==> src/rtl/acc_stack_if.sv <==
// acc_stack_if: operation/source bus and status outputs of the accumulator stack.
interface acc_stack_if #(
  parameter int unsigned WIDTH = 8,
  parameter int unsigned NSRC  = 4,
  parameter int unsigned DEPTH = 4
);
  localparam int unsigned SELW = $clog2(NSRC);
  localparam int unsigned DCW  = $clog2(DEPTH + 1);

  logic [NSRC*WIDTH-1:0] src_data;
  logic [SELW-1:0]       src_sel;
  logic [2:0]            op;
  logic                  err_clr;
  logic [WIDTH-1:0]      acc_out;
  logic [DCW-1:0]        depth_cnt;
  logic                  full;
  logic                  empty;
  logic                  carry;
  logic                  err;

  modport master (
    output src_data, src_sel, op, err_clr,
    input  acc_out, depth_cnt, full, empty, carry, err
  );

  modport slave (
    input  src_data, src_sel, op, err_clr,
    output acc_out, depth_cnt, full, empty, carry, err
  );
endinterface

==> src/rtl/acc_stack.sv <==
// acc_stack: accumulator with a LIFO save stack and sticky error flag.
// Optional ADD operation is compiled in with macro ACC_STACK_ADD_EN.
module acc_stack #(
  parameter int unsigned WIDTH = 8,
  parameter int unsigned NSRC  = 4,
  parameter int unsigned DEPTH = 4
) (
  input  logic        clk,
  input  logic        reset,
  acc_stack_if.slave  bus
);
  localparam int unsigned SELW = $clog2(NSRC);
  localparam int unsigned DCW  = $clog2(DEPTH + 1);
  localparam int unsigned PTRW = (DEPTH > 1) ? $clog2(DEPTH) : 1;

  typedef enum logic [2:0] {
    OP_HOLD = 3'b000,
    OP_LOAD = 3'b001,
    OP_PUSH = 3'b010,
    OP_POP  = 3'b011,
    OP_ADD  = 3'b100
  } op_e;

  logic [WIDTH-1:0] acc_q, acc_d;
  logic [DCW-1:0]   depth_q, depth_d;
  logic             full_q, full_d;
  logic             empty_q, empty_d;
  logic             carry_q, carry_d;
  logic             err_q, err_d;

  logic [WIDTH-1:0] stack_q [DEPTH];

  logic [WIDTH-1:0] sel_data;
  logic             sel_ok;
  logic             is_full;
  logic             is_empty;
  logic             err_set;
  logic             push_we;
  logic [PTRW-1:0]  push_idx;
  logic [PTRW-1:0]  pop_idx;

  // Select the addressed source channel; out-of-range selects are flagged
  always_comb begin
    sel_data = '0;
    for (int k = 0; k < int'(NSRC); k++) begin
      if (bus.src_sel == SELW'(k)) sel_data = bus.src_data[k*WIDTH +: WIDTH];
    end
    sel_ok   = (32'(bus.src_sel) < NSRC);
    is_full  = (depth_q == DCW'(DEPTH));
    is_empty = (depth_q == '0);
    push_idx = PTRW'(depth_q);
    pop_idx  = PTRW'(depth_q - DCW'(1));
  end

  // Operation decode: next accumulator, depth, carry and error state
  always_comb begin
    acc_d   = acc_q;
    depth_d = depth_q;
    carry_d = carry_q;
    err_set = 1'b0;
    push_we = 1'b0;

    case (bus.op)
      OP_LOAD: begin
        if (!sel_ok) err_set = 1'b1;
        else         acc_d   = sel_data;
      end
      OP_PUSH: begin
        if (!sel_ok || is_full) begin
          err_set = 1'b1;
        end else begin
          push_we = 1'b1;
          acc_d   = sel_data;
          depth_d = depth_q + DCW'(1);
        end
      end
      OP_POP: begin
        if (is_empty) begin
          err_set = 1'b1;
        end else begin
          acc_d   = stack_q[pop_idx];
          depth_d = depth_q - DCW'(1);
        end
      end
`ifdef ACC_STACK_ADD_EN
      OP_ADD: begin
        if (!sel_ok) err_set = 1'b1;
        else         {carry_d, acc_d} = {1'b0, acc_q} + {1'b0, sel_data};
      end
`endif
      default: ;
    endcase

`ifndef ACC_STACK_ADD_EN
    carry_d = 1'b0;
`endif

    // A new error wins over a simultaneous clear
    if (err_set)          err_d = 1'b1;
    else if (bus.err_clr) err_d = 1'b0;
    else                  err_d = err_q;

    full_d  = (depth_d == DCW'(DEPTH));
    empty_d = (depth_d == '0);
  end

  // Control and status registers with asynchronous reset
  always_ff @(posedge clk or posedge reset) begin
    if (reset) begin
      acc_q   <= '0;
      depth_q <= '0;
      full_q  <= 1'b0;
      empty_q <= 1'b1;
      carry_q <= 1'b0;
      err_q   <= 1'b0;
    end else begin
      acc_q   <= acc_d;
      depth_q <= depth_d;
      full_q  <= full_d;
      empty_q <= empty_d;
      carry_q <= carry_d;
      err_q   <= err_d;
    end
  end

  // Stack storage is not reset; only depth_q qualifies its contents
  always_ff @(posedge clk) begin
    if (push_we && !reset) stack_q[push_idx] <= acc_q;
  end

  assign bus.acc_out   = acc_q;
  assign bus.depth_cnt = depth_q;
  assign bus.full      = full_q;
  assign bus.empty     = empty_q;
  assign bus.carry     = carry_q;
  assign bus.err       = err_q;

endmodule

==> src/flat_wrapper.sv <==
// flat-port wrapper written by rule: the top's interface ports become plain ports
module acc_stack_flat 
#(
  parameter int unsigned WIDTH = 8,
  parameter int unsigned NSRC  = 4,
  parameter int unsigned DEPTH = 4
)
  (clk, reset, bus_src_data, bus_src_sel, bus_op, bus_err_clr, bus_acc_out, bus_depth_cnt, bus_full, bus_empty, bus_carry, bus_err);
  acc_stack_if #(.WIDTH(WIDTH), .NSRC(NSRC), .DEPTH(DEPTH)) bus_i ();
  input  logic clk;
  input  logic reset;
  input wire logic [$bits(bus_i.src_data)-1:0] bus_src_data;
  input wire logic [$bits(bus_i.src_sel)-1:0] bus_src_sel;
  input wire logic [$bits(bus_i.op)-1:0] bus_op;
  input wire logic [$bits(bus_i.err_clr)-1:0] bus_err_clr;
  output wire logic [$bits(bus_i.acc_out)-1:0] bus_acc_out;
  output wire logic [$bits(bus_i.depth_cnt)-1:0] bus_depth_cnt;
  output wire logic [$bits(bus_i.full)-1:0] bus_full;
  output wire logic [$bits(bus_i.empty)-1:0] bus_empty;
  output wire logic [$bits(bus_i.carry)-1:0] bus_carry;
  output wire logic [$bits(bus_i.err)-1:0] bus_err;
  assign bus_i.src_data = bus_src_data;
  assign bus_i.src_sel = bus_src_sel;
  assign bus_i.op = bus_op;
  assign bus_i.err_clr = bus_err_clr;
  assign bus_acc_out = bus_i.acc_out;
  assign bus_depth_cnt = bus_i.depth_cnt;
  assign bus_full = bus_i.full;
  assign bus_empty = bus_i.empty;
  assign bus_carry = bus_i.carry;
  assign bus_err = bus_i.err;
  acc_stack #(.WIDTH(WIDTH), .NSRC(NSRC), .DEPTH(DEPTH)) u_core (.clk(clk), .reset(reset), .bus(bus_i));
endmodule
==> config.mk <==
export PLATFORM = sky130hd
export DESIGN_NAME = acc_stack_flat
export DESIGN_NICKNAME = d
export VERILOG_FILES = /design/src/rtl/acc_stack_if.sv /design/src/rtl/acc_stack.sv /design/src/flat_wrapper.sv
export SDC_FILE = /design/constraint.sdc
export NUM_CORES = 1
export LEC_CHECK = 0
export CAP_MARGIN = 20
export CORE_MARGIN = 5
export CORE_UTILIZATION = 35
export CTS_BUF_LIST = sky130_fd_sc_hd__clkbuf_4 sky130_fd_sc_hd__clkbuf_8
export CTS_CLUSTER_SIZE = 40
export DETAILED_ROUTE_END_ITERATION = 10
export HOLD_SLACK_MARGIN = 0.05
export PLACE_DENSITY_LB_ADDON = 0.08
export SLEW_MARGIN = 0
export SYNTH_ARGS = -nofsm -noshare
export SYNTH_HDL_FRONTEND = slang
export SYNTH_SLANG_ARGS = --single-unit
==> constraint.sdc <==
create_clock -name clk -period 6.5 [get_ports clk]
set_clock_uncertainty 0.05 [all_clocks]
set_input_delay 0.65 -clock clk [delete_from_list [all_inputs] [get_ports clk]]
set_output_delay 0.65 -clock clk [all_outputs]
set_load 0.01 [all_outputs]
==> impl_summary.log <==
[metrics] category of the most critical setup path: flop to flop
[metrics] average cell area after synthesis: 16.24 µm²
[metrics] maximum resistive drop on vdd: 248.3 µV
[metrics] area used by multi-input combinational logic: 834.6 µm²
[metrics] worst reg2reg path endpoint: u_core.stack_q[3][3]$_DFFE_PP_
[metrics] max incr delay on CP: roughly 760 ps
[metrics] number of non-filler instances in the completed layout: roughly 270
[metrics] area of all sequential standard cells: 1313 µm²
[metrics] worst reg-to-reg path cell count: 4
[metrics] outcome: complete, no violations
[metrics] # resized after CTS: 0
[metrics] pin count of the biggest net entering global routing: 17
[metrics] placed cell count: 259
[metrics] number of DRC violations after detailed-routing iteration 0: 26
[metrics] post-CTS setup buffer count: 0
[metrics] Worst Tran Pin Value: 670.1 ps
[metrics] area overhead of the layout relative to synthesis: 29.53%
[metrics] buffer levels on the longest clock path: 2
[metrics] routed via count: 1330
[metrics] final weighted congestion in routability-driven placement: 0.8507
[metrics] post-synthesis register bit count: 46
[metrics] area enclosed by the die boundary: between 8000 and 9000 µm²
[metrics] Clk pin slew, worst setup/hold paths: roughly 80 ps
[metrics] grt met2 use: roughly 22%
[metrics] Placement Rows: 29
[metrics] timing startpoint of the critical path: u_core.bus.depth_cnt[0]$_DFF_PP0_
[metrics] max capacitance violation total: 0
[metrics] kind of cell adding the most delay to the critical path: flip-flops
[metrics] DRT Wirelength: 4.833 mm
[metrics] crit path time final: 2498 ps
[metrics] count of clock tree sinks: 46
[metrics] unrepaired setup endpoints after global routing: false
[metrics] Fin Setup TNS: 0 ps
[metrics] antenna violations before repair: 0
[metrics] synthesized netlist net count: 182
[metrics] GRT busiest layer: met2
[metrics] slowest CP cell: sky130_fd_sc_hd__dfrtp_1
[metrics] Syn Inst Count: 137
[metrics] Worst Setup EP: u_core.stack_q[3][3]$_DFFE_PP_
[metrics] fill cell count: 569
[metrics] hold buffer count at cts: 0
[metrics] Global Route met3 Usage: 2.671%
[metrics] wire length of the first global-routing pass: 8.024 mm
[metrics] Tcrit/Tclk final: approximately two fifths
[metrics] port buffer count: 53
[metrics] number of distinct library cells after synthesis: 37
[metrics] Worst slew margin: 55.28%
[metrics] share of post-route cells with drive strength above 1: 17.37%
[metrics] number of buffers created by CTS: 5
[metrics] largest driver fanout on the critical path: 12
[metrics] Initial DRT Pass Iterations: 2
[metrics] Vert. Die Dim: roughly 90 µm
[metrics] signal arrival time at the worst endpoint: about 2400 ps
[metrics] total count of max-transition violations in the final report: 0
[metrics] setup violators final: 0
[metrics] sequential share of the synthesized area: 59.00%
[metrics] instance count on the critical path: 4
[metrics] Overflow after GRT: 0
[metrics] number of H-tree levels: 2
[metrics] crit path capture type: flop
[metrics] power density over the cells: 311.9 nW/µm²
[metrics] cell depth of the worst min-delay path: 2
[metrics] Core ar.: 6277 µm²
[metrics] DIE WIDTH: 89.73 µm
[metrics] number of antenna-violating nets in the routed design: 0
[metrics] standby leakage power: 1.054 nW
[metrics] RR Startpoint: u_core.bus.depth_cnt[0]$_DFF_PP0_
[metrics] register-to-register setup slack: 4000 ps
[metrics] worst-path cell chain: inv_1 -> ha_1 -> a211oi_2 -> and2_1
[metrics] worst hold-check slack: 484.3 ps
[metrics] master cell of the clock root buffer: sky130_fd_sc_hd__clkbuf_8
[metrics] total buffers and inverters traversed by the critical path: 1
[metrics] DP HPWL: 3.577 mm
[metrics] fmax: 400.4 MHz
[metrics] global routing usage on met1: 15.58%
[metrics] startpoint kind of the worst setup timing path: flop
[metrics] vias per inst: 4.981
[metrics] routed wirelength normalized by instance count: 18.10 µm
[metrics] I/O pin cnt: between 50 and 60
[metrics] synthesis warning total: 0
[metrics] GR Util All Layers: 12.77%
[metrics] Antenna diodes: 0
[metrics] number of nets in the layout: 234
[metrics] Post-Synthesis Cell Area: approximately 2200 µm²
[metrics] required arrival time at the worst endpoint: 6400 ps
[metrics] initial core utilization: 35.44%
[metrics] number of DRC violations after detailed routing: 0
[metrics] clock tree from TritonCTS: yes
[metrics] via count of the first global-routing pass: 1491
[metrics] source-to-sink clock delay at the later pin of the worst-skew pair: a little under 300 ps
[metrics] class of the tightest hold or removal check: flop to flop
[metrics] final number of hold-violating endpoints: 0
## worst register-to-register path, stage by stage (launching register included)
cell	delay [ps]
sky130_fd_sc_hd__dfrtp_1	760
sky130_fd_sc_hd__inv_1	230
sky130_fd_sc_hd__ha_1	380
sky130_fd_sc_hd__a211oi_2	310
sky130_fd_sc_hd__and2_1	420
## how the worst min path moves through the flow
stage | from | endpoint
6_report | u_core.bus.err$_DFFE_PP0P_ | u_core.bus.err$_DFFE_PP0P_
5_1_grt | u_core.bus.err$_DFFE_PP0P_ | u_core.bus.err$_DFFE_PP0P_
4_1_cts | u_core.bus.err$_DFFE_PP0P_ | u_core.bus.err$_DFFE_PP0P_
3_5_place_dp | u_core.bus.err$_DFFE_PP0P_ | u_core.bus.err$_DFFE_PP0P_
3_3_place_gp | u_core.bus.err$_DFFE_PP0P_ | u_core.bus.err$_DFFE_PP0P_
2_1_floorplan | reset | u_core.bus.acc_out[0]$_DFFE_PP0P_
## registers in the layout, summed over array words and instances (netlist names)
register / flops
u_core.bus.acc_out: 8
u_core.bus.depth_cnt: 3
u_core.bus.empty: 1
u_core.bus.err: 1
u_core.bus.full: 1
u_core.stack_q: 32
## layout by cell type (no fill, tap or decap), types with 5 or more instances in the layout
cell	instances
sky130_fd_sc_hd__o21ai_1	9
sky130_fd_sc_hd__mux4_2	16
sky130_fd_sc_hd__edfxtp_1	32
sky130_fd_sc_hd__clkdlybuf4s50_1	53
sky130_fd_sc_hd__mux2i_1	8
sky130_fd_sc_hd__inv_1	6
sky130_fd_sc_hd__dfrtp_1	13
sky130_fd_sc_hd__nand2_1	9
sky130_fd_sc_hd__clkbuf_8	5
sky130_fd_sc_hd__ha_1	5
## synth_stat cells
| library cell | number | share of area, % |
|---|---|---|
| sky130_fd_sc_hd__a211oi_2 | 1 | 0.56 |
| sky130_fd_sc_hd__a21boi_2 | 1 | 0.51 |
| sky130_fd_sc_hd__a21oi_1 | 1 | 0.22 |
| sky130_fd_sc_hd__a21oi_2 | 2 | 0.79 |
| sky130_fd_sc_hd__a31o_1 | 1 | 0.39 |
| sky130_fd_sc_hd__and2_1 | 4 | 1.1 |
| sky130_fd_sc_hd__buf_1 | 1 | 0.17 |
| sky130_fd_sc_hd__buf_2 | 2 | 0.45 |
| sky130_fd_sc_hd__buf_4 | 2 | 0.67 |
| sky130_fd_sc_hd__buf_6 | 2 | 1.0 |
| sky130_fd_sc_hd__clkbuf_1 | 1 | 0.17 |
| sky130_fd_sc_hd__conb_1 | 1 | 0.17 |
| sky130_fd_sc_hd__dfrtp_1 | 13 | 15 |
| sky130_fd_sc_hd__dfstp_2 | 1 | 1.2 |
| sky130_fd_sc_hd__edfxtp_1 | 32 | 43 |
| sky130_fd_sc_hd__ha_1 | 5 | 2.8 |
| sky130_fd_sc_hd__inv_1 | 6 | 1.0 |
| sky130_fd_sc_hd__mux2i_1 | 8 | 3.6 |
| sky130_fd_sc_hd__mux4_2 | 16 | 16 |
| sky130_fd_sc_hd__nand2_1 | 9 | 1.5 |
| sky130_fd_sc_hd__nand2b_1 | 2 | 0.56 |
| sky130_fd_sc_hd__nand3_1 | 2 | 0.45 |
| sky130_fd_sc_hd__nand3b_1 | 1 | 0.34 |
| sky130_fd_sc_hd__nand4b_1 | 1 | 0.39 |
| sky130_fd_sc_hd__nor2_1 | 1 | 0.17 |
| sky130_fd_sc_hd__nor2b_1 | 2 | 0.56 |
| sky130_fd_sc_hd__nor3_2 | 1 | 0.45 |
| sky130_fd_sc_hd__nor3b_1 | 1 | 0.34 |
| sky130_fd_sc_hd__nor3b_2 | 1 | 0.56 |
| sky130_fd_sc_hd__o211ai_1 | 1 | 0.34 |
| sky130_fd_sc_hd__o21ai_1 | 9 | 2.0 |
| sky130_fd_sc_hd__o221ai_1 | 1 | 0.39 |
| sky130_fd_sc_hd__o221ai_4 | 1 | 1.2 |
| sky130_fd_sc_hd__o22ai_2 | 1 | 0.56 |
| sky130_fd_sc_hd__or3b_4 | 1 | 0.51 |
| sky130_fd_sc_hd__xnor2_1 | 1 | 0.39 |
| sky130_fd_sc_hd__xor2_1 | 1 | 0.39 |
## routing by layer
metal | routed length, µm | up-vias | share of wire, %
met3 | 165 | 11 | 3.4
li1 | - | 625 | -
met5 | 0 | - | 0
met1 | 2022 | 667 | 42
met4 | 109 | 0 | 2.3
met2 | 2535 | 27 | 52
## kinds of logic after synthesis
family	after synthesis	synth area share, %
XOR/XNOR	2	0.7875
buffers and inverters	14	3.486
adder cells (fa/ha/maj)	5	2.812
flip-flops	46	59.00
multiplexers	24	19.80
AND/OR/NAND/NOR	26	6.974
other	1	0.1686
AO/OA/AOI/OAI	19	6.974
## power by group
part	switching [mW]	internal (mW)
logic	0.136	0.177
clock network	0.0875	0.0781
registers	0.0563	0.363
## per-stage QoR
stage          area (µm²)  power (mW)  setup slack, ps  utilization (%)
4_1_cts              2882      0.9132             3918            45.90
3_3_place_gp         2796      0.7440             3777            44.55
2_1_floorplan        2225      0.6178             4353                -
3_5_place_dp         2796      0.7456             3703            44.55
6_report             2882      0.8987             4002            45.90
5_1_grt              2882      0.9574             3741            45.90
## cell type report
cell class,instances,share of cell area (%)
repair buffers,53,18.41
multi-input cells,77,28.96
clock inverters,2,0.3040
inverters,6,0.7816
clock buffers,6,2.649
flip-flops and latches,46,45.55
well taps,77,3.343
No activity file was read; power rests on OpenSTA's default activity.
